<file path="src/rtl/cacheline_mem_arbiter_pkg.sv">
// rtl/cacheline_mem_arbiter_pkg.sv - shared types and constants for the cacheline memory arbiter
package cacheline_mem_arbiter_pkg;

  localparam int LINE_W_DEF = 256;
  localparam int LINE_OFS   = 5;

  localparam logic [1:0] ST_IDLE   = 2'd0;
  localparam logic [1:0] ST_BUSY_I = 2'd1;
  localparam logic [1:0] ST_BUSY_D = 2'd2;
  localparam logic [1:0] ST_DONE   = 2'd3;

  typedef enum logic {
    REQ_I = 1'b0,
    REQ_D = 1'b1
  } req_e;

endpackage

</file>
<file path="src/rtl/cacheline_mem_arbiter_sat_counter.sv">
// rtl/cacheline_mem_arbiter_sat_counter.sv - increment-by-one counter that sticks at all-ones
module cacheline_mem_arbiter_sat_counter #(
  parameter int W = 32
) (
  input  logic         clk,
  input  logic         rst_n,
  input  logic         i_inc,
  output logic [W-1:0] o_count
);

  logic [W-1:0] r_count;

  always_ff @(posedge clk or negedge rst_n) begin
    if (!rst_n) begin
      r_count <= '0;
    end else if (i_inc && (r_count != {W{1'b1}})) begin
      r_count <= r_count + W'(1);
    end
  end

  assign o_count = r_count;

endmodule

</file>
<file path="src/rtl/cacheline_mem_arbiter.sv">
// rtl/cacheline_mem_arbiter.sv - shares one cacheline memory port between I-cache and D-cache misses
module cacheline_mem_arbiter
  import cacheline_mem_arbiter_pkg::*;
#(
  parameter int LINE_W = LINE_W_DEF,
  parameter int ADDR_W = 32,
  parameter int CNT_W  = 32
) (
  input  logic              clk,
  input  logic              rst_n,
  input  logic              i_read,
  input  logic [ADDR_W-1:0] i_addr,
  output logic [LINE_W-1:0] i_rdata,
  output logic              i_resp,
  input  logic              d_read,
  input  logic              d_write,
  input  logic [ADDR_W-1:0] d_addr,
  input  logic [LINE_W-1:0] d_wdata,
  output logic [LINE_W-1:0] d_rdata,
  output logic              d_resp,
  output logic              pmem_read,
  output logic              pmem_write,
  output logic [ADDR_W-1:0] pmem_addr,
  output logic [LINE_W-1:0] pmem_wdata,
  input  logic [LINE_W-1:0] pmem_rdata,
  input  logic              pmem_resp,
  output logic [CNT_W-1:0]  cnt_i_grants,
  output logic [CNT_W-1:0]  cnt_d_grants,
  output logic [CNT_W-1:0]  cnt_conflicts
);

  logic [1:0]        r_state;
  req_e              r_owner;
  req_e              r_last_grant;
  logic              r_pmem_read;
  logic              r_pmem_write;
  logic [ADDR_W-1:0] r_addr;
  logic [LINE_W-1:0] r_wdata;
  logic [LINE_W-1:0] r_line;

  logic w_idle;
  logic w_req_i;
  logic w_req_d;
  logic w_grant_i;
  logic w_grant_d;
  logic w_conflict;

  assign w_idle     = (r_state == ST_IDLE);
  assign w_req_i    = i_read;
  assign w_req_d    = d_read | d_write;
  // On a tie the side that did not win last time goes first.
  assign w_grant_d  = w_idle && w_req_d && (!w_req_i || (r_last_grant == REQ_I));
  assign w_grant_i  = w_idle && w_req_i && !w_grant_d;
  assign w_conflict = w_idle && w_req_i && w_req_d;

  always_ff @(posedge clk or negedge rst_n) begin
    if (!rst_n) begin
      r_state      <= ST_IDLE;
      r_owner      <= REQ_I;
      r_last_grant <= REQ_I;
      r_pmem_read  <= 1'b0;
      r_pmem_write <= 1'b0;
      r_addr       <= '0;
      r_wdata      <= '0;
      r_line       <= '0;
    end else begin
      case (r_state)
        ST_IDLE: begin
          if (w_grant_d) begin
            r_state      <= ST_BUSY_D;
            r_owner      <= REQ_D;
            r_addr       <= {d_addr[ADDR_W-1:LINE_OFS], {LINE_OFS{1'b0}}};
            r_pmem_read  <= d_read;
            r_pmem_write <= d_write;
            if (d_write) begin
              r_wdata <= d_wdata;
            end
          end else if (w_grant_i) begin
            r_state      <= ST_BUSY_I;
            r_owner      <= REQ_I;
            r_addr       <= {i_addr[ADDR_W-1:LINE_OFS], {LINE_OFS{1'b0}}};
            r_pmem_read  <= 1'b1;
            r_pmem_write <= 1'b0;
          end
        end
        ST_BUSY_I, ST_BUSY_D: begin
          if (pmem_resp) begin
            r_state      <= ST_DONE;
            r_pmem_read  <= 1'b0;
            r_pmem_write <= 1'b0;
            r_line       <= pmem_rdata;
          end
        end
        ST_DONE: begin
          r_last_grant <= r_owner;
          r_state      <= ST_IDLE;
        end
        default: r_state <= ST_IDLE;
      endcase
    end
  end

  assign pmem_read  = r_pmem_read;
  assign pmem_write = r_pmem_write;
  assign pmem_addr  = r_addr;
  assign pmem_wdata = r_wdata;
  assign i_rdata    = r_line;
  assign d_rdata    = r_line;
  assign i_resp     = (r_state == ST_DONE) && (r_owner == REQ_I);
  assign d_resp     = (r_state == ST_DONE) && (r_owner == REQ_D);

  cacheline_mem_arbiter_sat_counter #(.W(CNT_W)) u_cnt_i (
    .clk     (clk),
    .rst_n   (rst_n),
    .i_inc   (w_grant_i),
    .o_count (cnt_i_grants)
  );

  cacheline_mem_arbiter_sat_counter #(.W(CNT_W)) u_cnt_d (
    .clk     (clk),
    .rst_n   (rst_n),
    .i_inc   (w_grant_d),
    .o_count (cnt_d_grants)
  );

  cacheline_mem_arbiter_sat_counter #(.W(CNT_W)) u_cnt_conflict (
    .clk     (clk),
    .rst_n   (rst_n),
    .i_inc   (w_conflict),
    .o_count (cnt_conflicts)
  );

endmodule
</file>
<file path="config.mk">
export PLATFORM = sky130hd
export DESIGN_NAME = cacheline_mem_arbiter
export DESIGN_NICKNAME = d
export VERILOG_FILES = /design/src/rtl/cacheline_mem_arbiter_pkg.sv /design/src/rtl/cacheline_mem_arbiter_sat_counter.sv /design/src/rtl/cacheline_mem_arbiter.sv
export SDC_FILE = /design/constraint.sdc
export NUM_CORES = 1
export LEC_CHECK = 0
export ABC_CLOCK_PERIOD_IN_PS = 4300
export BUFFER_PORTS_ARGS = -buffer_cell sky130_fd_sc_hd__buf_2
export CORE_AREA = 5 5 576 578
export DETAILED_ROUTE_END_ITERATION = 16
export DIE_AREA = 0 0 581 583
export GPL_ROUTABILITY_DRIVEN = 0
export SYNTH_ARGS = -nofsm -noshare
export SYNTH_HDL_FRONTEND = slang
export SYNTH_HIERARCHICAL = 1
export SYNTH_SLANG_ARGS = --single-unit
</file>
<file path="constraint.sdc">
create_clock -name clk -period 4.3 [get_ports clk]
set_clock_uncertainty 0.15 [all_clocks]
set_input_delay 0.86 -clock clk [delete_from_list [all_inputs] [get_ports clk]]
set_output_delay 0.86 -clock clk [all_outputs]
set_load 0.02 [all_outputs]
</file>
==> metrics.md <==
| Metric | Value |
|---|---|
| Startpoint Class | flip-flop |
| Layout cell share with drive strength beyond 1 | 0.6607 |
| Yosys cell types | 50 |
| EDFF count, synth | 0 |
| I/O pin cnt | about 1500 |
| Relative slew slack | 0.3866 |
| Mapped Area | about 29000 µm² |
| Initial antenna violation count | 261 |
| CTS tree | yes |
| Cell chosen for the clock root | clkbuf_16 |
| Port Buffer Count | about 1500 |
| Via density per instance | between 3 and 4 |
| Syn avg cell area | about 14 µm² |
| Syn Inst Count | 2019 |
| Fillers | 37030 |
| R2R Setup Slk | 1.19 ns |
| Clk sink count | around 640 |
| Metal2 WL | around 110000 µm |
| Worst slew pin tran | slightly above 0.9 ns |
| Cts repair resizes | 0 |
| Post-synth top area cell | dfrtp_1 |
| Top-area cell type share of the netlist area | 0.5602 |
| Setup violators final | 0 |
| Worst path cell trace | inv_1 -> ha_1 -> a21bo_2 -> nor2_1 -> nor2_1 -> buf_4 -> and3_1 -> nor2b_1 -> nand4_1 -> nor4_2 -> xor2_1 |
| Routed vias | ~24000 |
| Total track usage | 0.1545 |
| Register bit count reported by yosys | about 640 |
| H-tree depth | 3 |
| Total gr overflow | 0 |
| Core ar. | around 330000 µm² |
| Total Routed Length | between 200000 and 300000 µm |
| Switching portion of total power | 0.5144 |
| Die W | about 580 µm |
| Leak pwr | about 20 nW |
| Nets | ~3900 |
| Initial detailed-routing violation count | between 1000 and 1500 |
| Worst path most repeated cell | nor2_1 |
| Initial Utilization | 0.08781 |
| Seq pwr share | 0.276 |
| Post-synth top flop | dfrtp_1 |
| Int Power | ~0.020 W |
| Die area | ~340000 µm² |
| Area delta synth->final | 49.61% |
| Power per standard cell area | roughly 960 nW/µm² |
| Hold Path Origin | d_wdata[156] |
| Highest metal layer with signal wires | met5 |
| Largest net degree at the start of global routing | 80 |
| Final Hold Vio Count | 0 |
| DRT Pass-1 Iters | 7 |
| Period utilization | 0.7229 |
| WHS Path Cells | 2 |
| Residual DRC | 0 |
| Routed wire per std cell | between 30 and 40 µm |
| Hold Path Class | in2reg |
| Tot Pwr | between 0.04 and 0.05 W |
| Seq/Total Area, Yosys | 0.5602 |
| Slew Limit Fails | 0 |
| Max incr delay on CP | ~0.54 ns |
| Post-DP HPWL | 246900 µm |
| Worst R2R Start | r_state[0] |
| YS warnings | 6 |
| Gate power share | 0.540 |
| Critical Path End Type | flip-flop |
| Max-cap violations | 0 |
| R2R cell count | 11 |
| Met3 WL | 54710 µm |
| First-pass GRT wire length | ~320000 µm |
| Synth top area cells | dfrtp_1 (56%), mux2_4 (13%), mux2_2 (11%) |
| Async S/R FF share, synth | 1.000 |
| RSZ-0062 raised after global routing | no |
| FF-to-FF End | u_cnt_i/o_count[29] |
| Antenna Nets Post-Route | 0 |
| WP data required | a little under 5 ns |
| FMAX | ~0.32 GHz |
| Clock Latency Late Sink | 0.80 ns |
| Crit Path Class | reg2reg |
| M1 WL | 95930 µm |
| Number of buffers created by CTS | slightly below 90 |
| CTS max path bufs | 4 |
| WHS Endpoint | pmem_wdata[156] |
| Rows | 210 |
| Finished Core Util | 0.1314 |
| Most numerous cell in the Yosys netlist | dfrtp_1 |
| Worst Path Arrival | between 3 and 4 ns |
| Fin Setup TNS | 0 ns |
| Worst-path clk slew | 0.07 ns |
| Final Critical Period | between 3 and 4 ns |
| Status | completed |
| Vias in the first global route | roughly 23000 |
| Synth top cells by count | dfrtp_1 (641), mux2_2 (276), buf_4 (261) |
| Hold_ws | between 0.1 and 0.15 ns |
| Worst path slowest cell | nor2b_1 |
| Clock share of power | 0.185 |
| Max IR drop VDD | around 0.43 mV |
| Die height | 583 µm |
| Critical path fanouts, max | 9 |
| Psw | about 0.021 W |
[cell usage in the layout (no fill, tap or decap), drive strengths merged, types with 13 or more instances in the layout]
cell / instances
a21oi: 34
buf: 1537
clkbuf: 119
dfrtp: 641
diode: 133
inv: 13
mux2: 519
nand2: 54
nand3: 48
nand4: 48
nor2: 59
nor3: 15
nor4: 15
o21a: 27
o21ai: 55
xnor2: 72
xor2: 15
[repair_timing]
item,CTS,global route
endpoints found under the hold margin,42,0
buffers inserted,0,0
hold buffers,1,0
[power groups by stage]
| stage | clock [W] | combinational, W | sequential, W |
|---|---|---|---|
| finish | 0.00762 | 0.0223 | 0.0114 |
| global route | 0.00809 | 0.0236 | 0.0117 |
| CTS | 0.00795 | 0.0227 | 0.0114 |
| detailed placement | 0 | 0.0227 | 0.0114 |
| global placement | 0 | 0.0226 | 0.0113 |
| floorplan | 0 | 0.00878 | 0.0138 |
[state kept, by name (all words and copies together) (netlist names)]
signal,cells
d_rdata,256
pmem_wdata,256
u_cnt_conflict/o_count,32
u_cnt_d/o_count,32
u_cnt_i/o_count,32
pmem_addr,27
r_state,2
pmem_read,1
pmem_write,1
r_last_grant,1
r_owner,1
[how the worst max path moves through the flow]
stage | to | from | depth (start not counted)
floorplan | u_cnt_i/o_count[15] | i_read | 9
global route | u_cnt_i/o_count[29] | r_state[0] | 11
CTS | u_cnt_i/o_count[29] | r_state[0] | 11
detailed placement | u_cnt_i/o_count[29] | d_read | 10
finish | u_cnt_i/o_count[29] | r_state[0] | 11
global placement | u_cnt_i/o_count[29] | d_read | 10
[layer usage]
metal  up-vias  GRT usage
li1       9552          -
met1     11770     0.1611
met2      1856     0.2222
met3       531     0.1357
met4        46    0.05593
met5         -   0.003260
[final cells by class]
type / instances / area (µm²) / share of cell area
sequential: 641 / 16040 / 0.3744
multi-input combinational: 1032 / 10070 / 0.2351
timing repair buffer: 1538 / 8015 / 0.1871
tap: 4346 / 5438 / 0.1269
clock buffer: 119 / 2469 / 0.05763
clock inverter: 36 / 450.4 / 0.01051
antenna: 133 / 332.8 / 0.007769
inverter: 6 / 22.52 / 0.0005257
[worst max-delay path: cells and delay by family (launching register included)]
kind / cells / cell delay, ns
fa+ha+maj: 1 / 0.29
simple gates: 6 / 1.43
compound gates: 1 / 0.23
flops: 1 / 0.41
buf+inv: 2 / 0.31
xor+xnor: 1 / 0.19
[logic make-up (layout without fill, tap and decap cells)]
| logic type | after synthesis | in the layout | synth area share |
|---|---|---|---|
| compound gates | 136 | 136 | 0.02958 |
| buf+inv | 350 | 1699 | 0.08949 |
| flops | 641 | 641 | 0.5602 |
| mux | 520 | 520 | 0.2359 |
| xor+xnor | 87 | 87 | 0.02661 |
| simple gates | 278 | 278 | 0.05541 |
| other cells | 1 | 138 | 0.0001310 |
| fa+ha+maj | 6 | 6 | 0.002622 |
[stage by stage]
| stage | cells | cell area (µm²) | setup slack, ns |
|---|---|---|---|
| after floorplan | 2023 | 28650 | 1.314 |
| after global placement | 7562 | 39580 | 0.7808 |
| after detailed placement | 7562 | 39580 | 0.7863 |
| after CTS | 7718 | 42500 | 1.175 |
| after global routing | 7792 | 42690 | 0.9606 |
| final | 7851 | 42840 | 1.192 |
Power figures use the tool's default switching activity.
